--- config.mk ---
export PLATFORM = sky130hd
export DESIGN_NAME = stage_id
export DESIGN_NICKNAME = d
export VERILOG_FILES = /design/src/rtl/stage_id.sv
export SDC_FILE = /design/constraint.sdc
export NUM_CORES = 1
export LEC_CHECK = 0
export ABC_AREA = 1
export BUFFER_PORTS_ARGS = -buffer_cell sky130_fd_sc_hd__buf_4
export CORE_MARGIN = 2
export CORE_UTILIZATION = 56
export DETAILED_ROUTE_END_ITERATION = 7
export PLACE_DENSITY = 0.95
export SETUP_SLACK_MARGIN = 0.02
export SLEW_MARGIN = 0
export SYNTH_ARGS = -nofsm -noshare
export SYNTH_HDL_FRONTEND = slang
export SYNTH_SLANG_ARGS = --single-unit
--- constraint.sdc ---
create_clock -name clk -period 19 [get_ports clk]
set_clock_uncertainty 0.1 [all_clocks]
set_input_delay 2.85 -clock clk [delete_from_list [all_inputs] [get_ports clk]]
set_output_delay 2.85 -clock clk [all_outputs]
set_load 0.1 [all_outputs]
--- src/rtl/stage_id.sv ---
// Decode stage of the turbo RV32I multi-cycle core: latches one fetched instruction,
// reads operands with RAW-hazard stalls, and holds a decode bundle for execute.
module stage_id #(
    parameter int HAZARD_WB = 1
) (
    input  logic        clk,
    input  logic        rst,
    input  logic [31:0] IR_I,
    input  logic [31:0] PC_I,
    input  logic        Done_I,
    output logic        Ready_O,
    output logic [4:0]  RF_raddr1,
    output logic [4:0]  RF_raddr2,
    input  logic [31:0] RF_rdata1,
    input  logic [31:0] RF_rdata2,
    input  logic [4:0]  Dst_EX,
    input  logic [4:0]  Dst_MEM,
    input  logic [4:0]  Dst_WB,
    input  logic        Flush,
    input  logic        Ready_I,
    output logic        Done_O,
    output logic [31:0] PC_O,
    output logic [6:0]  Opcode_O,
    output logic [2:0]  Funct3_O,
    output logic        Funct7b5_O,
    output logic [4:0]  Rd_O,
    output logic [31:0] Rs1_Val_O,
    output logic [31:0] Rs2_Val_O,
    output logic [31:0] Imm_O,
    output logic        Illegal_O
);

    localparam logic [1:0] S_IDLE = 2'd0;
    localparam logic [1:0] S_RD   = 2'd1;
    localparam logic [1:0] S_DN   = 2'd2;

    localparam logic [6:0] OP_LUI    = 7'b0110111;
    localparam logic [6:0] OP_AUIPC  = 7'b0010111;
    localparam logic [6:0] OP_JAL    = 7'b1101111;
    localparam logic [6:0] OP_JALR   = 7'b1100111;
    localparam logic [6:0] OP_BRANCH = 7'b1100011;
    localparam logic [6:0] OP_LOAD   = 7'b0000011;
    localparam logic [6:0] OP_STORE  = 7'b0100011;
    localparam logic [6:0] OP_IMM    = 7'b0010011;
    localparam logic [6:0] OP_REG    = 7'b0110011;
    localparam logic [6:0] OP_SYSTEM = 7'b1110011;

    localparam bit WB_CHECK = (HAZARD_WB != 0);

    logic [1:0]  state;
    logic [31:0] ir;
    logic [31:0] pc;

    logic [4:0]  rs1;
    logic [4:0]  rs2;
    logic        use1;
    logic        use2;
    logic        keep_rd;
    logic        illegal;
    logic [31:0] imm;
    logic        hit1;
    logic        hit2;
    logic        hazard;

    assign Ready_O   = (state == S_IDLE) && !rst;
    assign rs1       = ir[19:15];
    assign rs2       = ir[24:20];
    assign RF_raddr1 = rs1;
    assign RF_raddr2 = rs2;

    always_comb begin
        use1    = 1'b0;
        use2    = 1'b0;
        keep_rd = 1'b1;
        illegal = 1'b0;
        imm     = '0;
        case (ir[6:0])
            OP_LUI, OP_AUIPC: imm = {ir[31:12], 12'b0};
            OP_JAL:           imm = {{12{ir[31]}}, ir[19:12], ir[20], ir[30:21], 1'b0};
            OP_JALR, OP_LOAD, OP_IMM: begin
                use1 = 1'b1;
                imm  = {{20{ir[31]}}, ir[31:20]};
            end
            OP_SYSTEM:        imm = {{20{ir[31]}}, ir[31:20]};
            OP_STORE: begin
                use1    = 1'b1;
                use2    = 1'b1;
                keep_rd = 1'b0;
                imm     = {{20{ir[31]}}, ir[31:25], ir[11:7]};
            end
            OP_BRANCH: begin
                use1    = 1'b1;
                use2    = 1'b1;
                keep_rd = 1'b0;
                imm     = {{19{ir[31]}}, ir[31], ir[7], ir[30:25], ir[11:8], 1'b0};
            end
            OP_REG: begin
                use1 = 1'b1;
                use2 = 1'b1;
            end
            default: begin
                illegal = 1'b1;
                keep_rd = 1'b0;
            end
        endcase
    end

    // x0 never conflicts, so a zero tag meaning "no destination" can never match either
    assign hit1   = (rs1 != '0) && ((rs1 == Dst_EX) || (rs1 == Dst_MEM) || (WB_CHECK && (rs1 == Dst_WB)));
    assign hit2   = (rs2 != '0) && ((rs2 == Dst_EX) || (rs2 == Dst_MEM) || (WB_CHECK && (rs2 == Dst_WB)));
    assign hazard = (use1 && hit1) || (use2 && hit2);

    always_ff @(posedge clk or posedge rst) begin
        if (rst) begin
            state      <= S_IDLE;
            ir         <= '0;
            pc         <= '0;
            Done_O     <= 1'b0;
            PC_O       <= '0;
            Opcode_O   <= '0;
            Funct3_O   <= '0;
            Funct7b5_O <= 1'b0;
            Rd_O       <= '0;
            Rs1_Val_O  <= '0;
            Rs2_Val_O  <= '0;
            Imm_O      <= '0;
            Illegal_O  <= 1'b0;
        end else begin
            case (state)
                S_IDLE: begin
                    if (Done_I && !Flush) begin
                        ir    <= IR_I;
                        pc    <= PC_I;
                        state <= S_RD;
                    end
                end
                S_RD: begin
                    if (Flush) begin
                        Done_O <= 1'b0;
                        state  <= S_IDLE;
                    end else if (!hazard) begin
                        Done_O     <= 1'b1;
                        PC_O       <= pc;
                        Opcode_O   <= ir[6:0];
                        Funct3_O   <= ir[14:12];
                        Funct7b5_O <= ir[30];
                        Rd_O       <= keep_rd ? ir[11:7] : 5'd0;
                        Rs1_Val_O  <= use1 ? RF_rdata1 : 32'd0;
                        Rs2_Val_O  <= use2 ? RF_rdata2 : 32'd0;
                        Imm_O      <= imm;
                        Illegal_O  <= illegal;
                        state      <= S_DN;
                    end
                end
                S_DN: begin
                    if (Flush || Ready_I) begin
                        Done_O <= 1'b0;
                        state  <= S_IDLE;
                    end
                end
                default: begin
                    Done_O <= 1'b0;
                    state  <= S_IDLE;
                end
            endcase
        end
    end

endmodule
==> impl_metrics.csv, run 1 <==
group,metric,value,unit
sta,slew-limit-headroom,0.235,
drt,drt-initial-drc-count,1044,
sta,rsz0062_at_grt,"no",
setup_path,cpMostUsedCell,"buf_4",
sta,hold_viol_final,0,
clocking,post_cts_resized,0,
drt,avgRoutedWirePerCell,17.4,um
clocking,clock_sinks,212,
setup_path,crit_family,"buffers and inverters",
clocking,cts.clk_slew.worst_paths,60,ps
synthesis,yosysTopAreaCell,"dfrtp_1",
sta,max_freq,155,MHz
sta,final-setup-viol-count,0,
drt,viasPerCell,5.56,
finish,fin_util,0.733,
synthesis,synth_common_cells,"401 x nand2_1, 212 x dfrtp_1, 158 x nand4_1",
finish,drive_gt1_frac,0.271,
setup_path,crit_required,16050,ps
synthesis,synth_area_leaders,"dfrtp_1 51%, nand2_1 15%, nand4_1 9.6%",
clocking,cts-root-buf,"clkbuf_16",
synthesis,synth_nets,1405,
finish,syn_to_final_growth,27.7,%
clocking,max-clock-path-buffers,3,
finish,n_fill_cell,1290,
synthesis,async_flop_share,1.00,
min_path,holdPathStages,2,
drt,postRouteAntennaNets,0,
synthesis,synthDistinctLibCells,27,
setup_path,cpPeakStageDelay,330,ps
floorplanning,die_x,140,um
sta,fin_ws,12560,ps
setup_path,reg2reg_depth,13,
clocking,tritoncts,"yes",
clocking,cts_made_buffers,23,
floorplanning,rows,49,
synthesis,yosys_warnings,0,
grt,antenna_found_initial,2,
power_and_ir_drop,irDropWorstVdd,0.101,mV
floorplanning,die_y,140,um
setup_path,crit_chain,"buf_4 > nor3_1 > buf_4",
floorplanning,coreArea,0.0180,mm^2
setup_path,path_depth,3,
outcome,status,"finished, final reports clean",
synthesis,yosysSeqAreaShare,0.513,
synthesis,synth-seq-cells,212,
setup_path,path_buf_inv,2,
floorplanning,die-area,0.0196,mm^2
floorplanning,initial_utilization,0.574,
setup_path,cp-start-kind,"input pin",
sta,slew_viol_final,0,
drt,wl,30.3,mm
clocking,postCtsSetupBuffers,0,
place,portBuffers,304,
finish,register_area,0.00531,mm^2
grt,grt_pass1_wl,47.9,mm
grt,grt_pass1_vias,9217,
setup_path,crit_type,"input pin to output pin",
min_path,hold_path_class,"flop to flop",
drt,route.vias.total,9658,
grt,grt_remaining_overflow,0,
sta,finalSetupTns,0,ps
clocking,htree_levels,1,
drt,dr.pass1.iters,7,
synthesis,synth_ff_type,"dfrtp_1",
place,gp_congestion,0.928,
setup_path,end_kind,"output pin",
power_and_ir_drop,powerDensity,127,mW/mm^2
setup_path,crit_path_start,"rst",
synthesis,yosysTopAreaCellShare,0.513,
sta,fin_crit_sh,0.339,
synthesis,syn-cell-area,0.0103,mm^2
synthesis,synth_most_common_cell,"nand2_1",
finish,multi_input_area,0.00405,mm^2
sta,tightest_slew,1150,ps
clocking,ctsHoldBuffers,0,
grt,grt_use_total,0.298,
synthesis,synth.avg_cell_area,8.23,um^2
clocking,clk_latency,510,ps
min_path,hp-start,"Rs1_Val_O[7]",
setup_path,cpMaxStageDelayCell,"buf_4",
job,drv_cap,0,
drt,drcViolationCount,0,
place,place_ws,12540,ps
setup_path,crit_arrival,3490,ps
synthesis,netlist_instances,1257,
grt,grt_max_degree,111,
place,hpwl,20.0,mm
power_and_ir_drop,leakage,7.51,nW
setup_path,r2r_start,"ir[4]",
setup_path,cp_max_fo,2,
finish,finalNetCount,1639,
sta,fin_crit,6440,ps
synthesis,synth_edf_count,0,
floorplanning,ioPinCount,305,
flip-flops by register name (all words and copies together), names as in the netlist, 2 cells and up:
register and cells:
pc 32, Imm_O 32, Opcode_O 7, PC_O 32, ir 32, Rs1_Val_O 32, state 2, Funct3_O 3
Rd_O 5, Rs2_Val_O 32
cells in the final DEF, fill, tap and decap left out:
master / Yosys / layout
nand2_1: 401 / 400
buf_4: 18 / 315
dfrtp_1: 212 / 212
nand4_1: 158 / 158
nor2_1: 121 / 121
inv_1: 104 / 103
nand3_1: 40 / 40
mux2_2: 38 / 38
a21oi_1: 33 / 33
clkbuf_16: 0 / 23
nand3b_1: 7 / 7
inv_2: 6 / 6
xor2_1: 6 / 6
xnor2_1: 6 / 6
nor3_1: 7 / 6
clkbuf_8: 0 / 5
clkbuf_1: 32 / 4
nor2_4: 3 / 3
nand2_4: 0 / 2
o21ai_0: 2 / 2
inv_6: 0 / 2
clkinv_4: 0 / 2
bufinv_16: 0 / 2
clkinvlp_4: 0 / 2
clkinv_2: 0 / 2
diode_2: 0 / 1
nand2_2: 2 / 1
o21ai_2: 1 / 1
a31oi_1: 1 / 1
nor2_2: 1 / 1
nor3_2: 0 / 1
nand3_4: 0 / 1
inv_8: 0 / 1
and3_1: 1 / 1
worst register-to-register path: cells and delay by family, from the launching register on:
| kind | cells | cell delay (ps) |
|---|---|---|
| buf+inv | 3 | 1400 |
| flops | 1 | 490 |
| simple gates | 10 | 2270 |
logic make-up after synthesis:
| group | share of synthesized area |
|---|---|
| simple gates | 0.319 |
| compound gates | 0.0184 |
| buf+inv | 0.0977 |
| flops | 0.513 |
| mux | 0.0414 |
| xor+xnor | 0.0102 |
metrics by stage:
step / instances / hold slack, ps / total power [mW] / area (um^2)
finish: 1738 / 371 / 1.68 / 13200
global route: 1737 / 394 / 1.74 / 13200
CTS: 1737 / 375 / 1.69 / 13200
detailed placement: 1695 / 360 / 1.23 / 12400
global placement: 1695 / 355 / 1.22 / 12400
floorplan: 1257 / 380 / 1.08 / 10300
area by class of cell:
class                   instances  share of cell area
well taps                     229              0.0217
inverters                     110              0.0318
clock buffers                  32              0.0499
clock inverters                10             0.00909
flip-flops and latches        212               0.402
multi-input cells             829               0.307
diodes                          1            0.000189
repair buffers                315               0.179
layer usage:
metal | part of all wire | track usage | up-vias
met4 | 0.033 | 0.105 | 2
li1 | - | - | 4532
met2 | 0.49 | 0.501 | 484
met1 | 0.39 | 0.392 | 4571
met5 | 0.00043 | 0 | -
met3 | 0.087 | 0.0550 | 69
power by group:
part | internal (mW) | total (mW) | switching, mW
Combinational | 0.137 | 0.643 | 0.506
Sequential | 0.525 | 0.584 | 0.0581
Clock | 0.272 | 0.456 | 0.184
Total | 0.934 | 1.68 | 0.748
worst paths after layout:
path / end / slack (ps)
max: Ready_O / 12560
min: Rs1_Val_O[7] / 370
max reg2reg: Rs2_Val_O[1] / 14620
min reg2reg: Rs1_Val_O[7] / 370
max in group asynchronous: pc[13] / 14530
min in group asynchronous: Rs2_Val_O[6] / 2340
Power figures use the tool's default switching activity.
==> run 2, diff against run 1 <==
CORE_UTILIZATION = 52   (was 56)
PLACE_DENSITY = 0.9   (was 0.95)
clock period = 6.34 ns   (was 19 ns; I/O delays follow)
==> impl_metrics.csv, run 2 (synthesized netlist as in run 1, its figures left out) <==
group,metric,value,unit
clocking,post_cts_resized,0,
sta,max_freq,236,MHz
clocking,htree_levels,1,
sta,tightest_slew,1170,ps
min_path,hold_path_class,"flop to flop",
grt,grt_remaining_overflow,0,
place,placed_cell_area,0.0125,mm^2
setup_path,r2r_slack,2110,ps
setup_path,end_kind,"flop",
setup_path,r2r_start,"ir[4]",
grt,grt_use_total,0.280,
setup_path,crit_arrival,4530,ps
sta,timing.hold.ws,370,ps
drt,route.vias.total,9777,
place,portBuffers,304,
power_and_ir_drop,irDropWorstVdd,0.240,mV
drt,drcViolationCount,0,
finish,final_cell_mix,"400 x nand2_1, 314 x buf_4, 212 x dfrtp_1, 158 x nand4_1, 121 x nor2_1",
clocking,postCtsSetupBuffers,0,
finish,drive_gt1_frac,0.267,
floorplanning,rows,51,
power_and_ir_drop,powerDensity,376,mW/mm^2
finish,final_cells,1772,
floorplanning,coreArea,0.0195,mm^2
floorplanning,initial_utilization,0.531,
sta,fin_crit,4230,ps
clocking,ctsHoldBuffers,0,
setup_path,cp-start-kind,"flop",
clocking,tritoncts,"yes",
finish,antenna_cells,0,
floorplanning,die_y,145,um
floorplanning,die_x,145,um
grt,grt_max_degree,147,
drt,dr.pass1.iters,6,
setup_path,cpMaxStageDelayCell,"nand3_4",
floorplanning,ioPinCount,305,
finish,fin_util,0.678,
clocking,clk_latency,520,ps
finish,layout_commonest_cell,"nand2_1",
sta,fin_crit_sh,0.668,
grt,grt_pass1_vias,9521,
floorplanning,die-area,0.0210,mm^2
grt,antenna_found_initial,0,
drt,viasPerCell,5.52,
place,dp.cells,1731,
setup_path,reg2reg_depth,12,
power_and_ir_drop,leakage,7.47,nW
place,hpwl,20.0,mm
setup_path,cp_max_fo,98,
sta,slew_viol_final,0,
drt,postRouteAntennaNets,0,
sta,rsz0062_at_grt,"no",
drt,wl,29.9,mm
drt,drt-initial-drc-count,828,
setup_path,crit_required,6640,ps
finish,fin_area,0.0132,mm^2
sta,finalSetupTns,0,ps
setup_path,crit_path_start,"ir[4]",
clocking,cts.clk_slew.worst_paths,60,ps
sta,slew-limit-headroom,0.222,
setup_path,rr_endpoint,"Rs1_Val_O[16]",
finish,syn_to_final_growth,27.6,%
job,drv_cap,0,
finish,finalNetCount,1639,
sta,final-setup-viol-count,0,
setup_path,cpMostUsedCell,"nand2_1",
drt,avgRoutedWirePerCell,16.9,um
clocking,max-clock-path-buffers,3,
setup_path,crit_chain,"inv_2 > nand2_2 > nor2_4 > nand2_1 > nand2_1 > nor2_4 > nor2_2 > nand2_4 > nand3_4 > buf_4 > nand2_1 > nand2_1",
sta,hold_viol_final,0,
setup_path,crit_type,"flop to flop",
setup_path,cpPeakStageDelay,950,ps
grt,grt_pass1_wl,48.8,mm
clocking,cts-root-buf,"clkbuf_16",
clocking,cts_made_buffers,23,
place,gp_congestion,0.977,
setup_path,critPathCapture,"Rs1_Val_O[16]",
outcome,status,"finished, final reports clean",
clocking,clock_sinks,212,
-- run 2: layout make-up --
type,count,area (um^2)
Tap cell,265,332
Clock buffer,32,619
Clock inverter,9,96.3
Fill cell,1553,6260
Multi-Input combinational cell,829,4050
Sequential cell,212,5310
Timing Repair Buffer,315,2380
Inverter,110,417
-- run 2: where the power goes --
group	internal, mW	leakage, nW	switching (mW)
sequential	1.57	2.70	0.178
clock	0.732	0.340	0.555
combinational	0.411	4.44	1.51
-- run 2: worst min-delay path by stage --
stage	cells past startpoint	from	slack (ps)	end
2_1_floorplan	1	pc[0]	380	pc[0]
6_report	2	Opcode_O[6]	370	Opcode_O[6]
3_5_place_dp	2	Rs1_Val_O[17]	360	Rs1_Val_O[17]
3_3_place_gp	2	Rs2_Val_O[29]	350	Rs2_Val_O[29]
5_1_grt	2	Rs2_Val_O[5]	390	Rs2_Val_O[5]
4_1_cts	2	Rs1_Val_O[17]	370	Rs1_Val_O[17]
-- run 2: critical path, delay by kind of cell (launching register included) --
family	cells	cell delay, ps
buffers and inverters	2	740
DFF	1	480
and+or+nand+nor	10	2730
-- run 2: routing by layer --
layer  part of all wire  GRT usage
met5                  0          0
met4              0.046      0.128
met3              0.084     0.0553
met2               0.48      0.456
met1               0.39      0.363
-- run 2: stage by stage --
stage	power, mW	setup WS, ps
2_1_floorplan	3.23	2310
3_3_place_gp	3.66	1980
3_5_place_dp	3.69	1900
4_1_cts	4.98	2140
5_1_grt	5.15	1770
6_report	4.96	2110
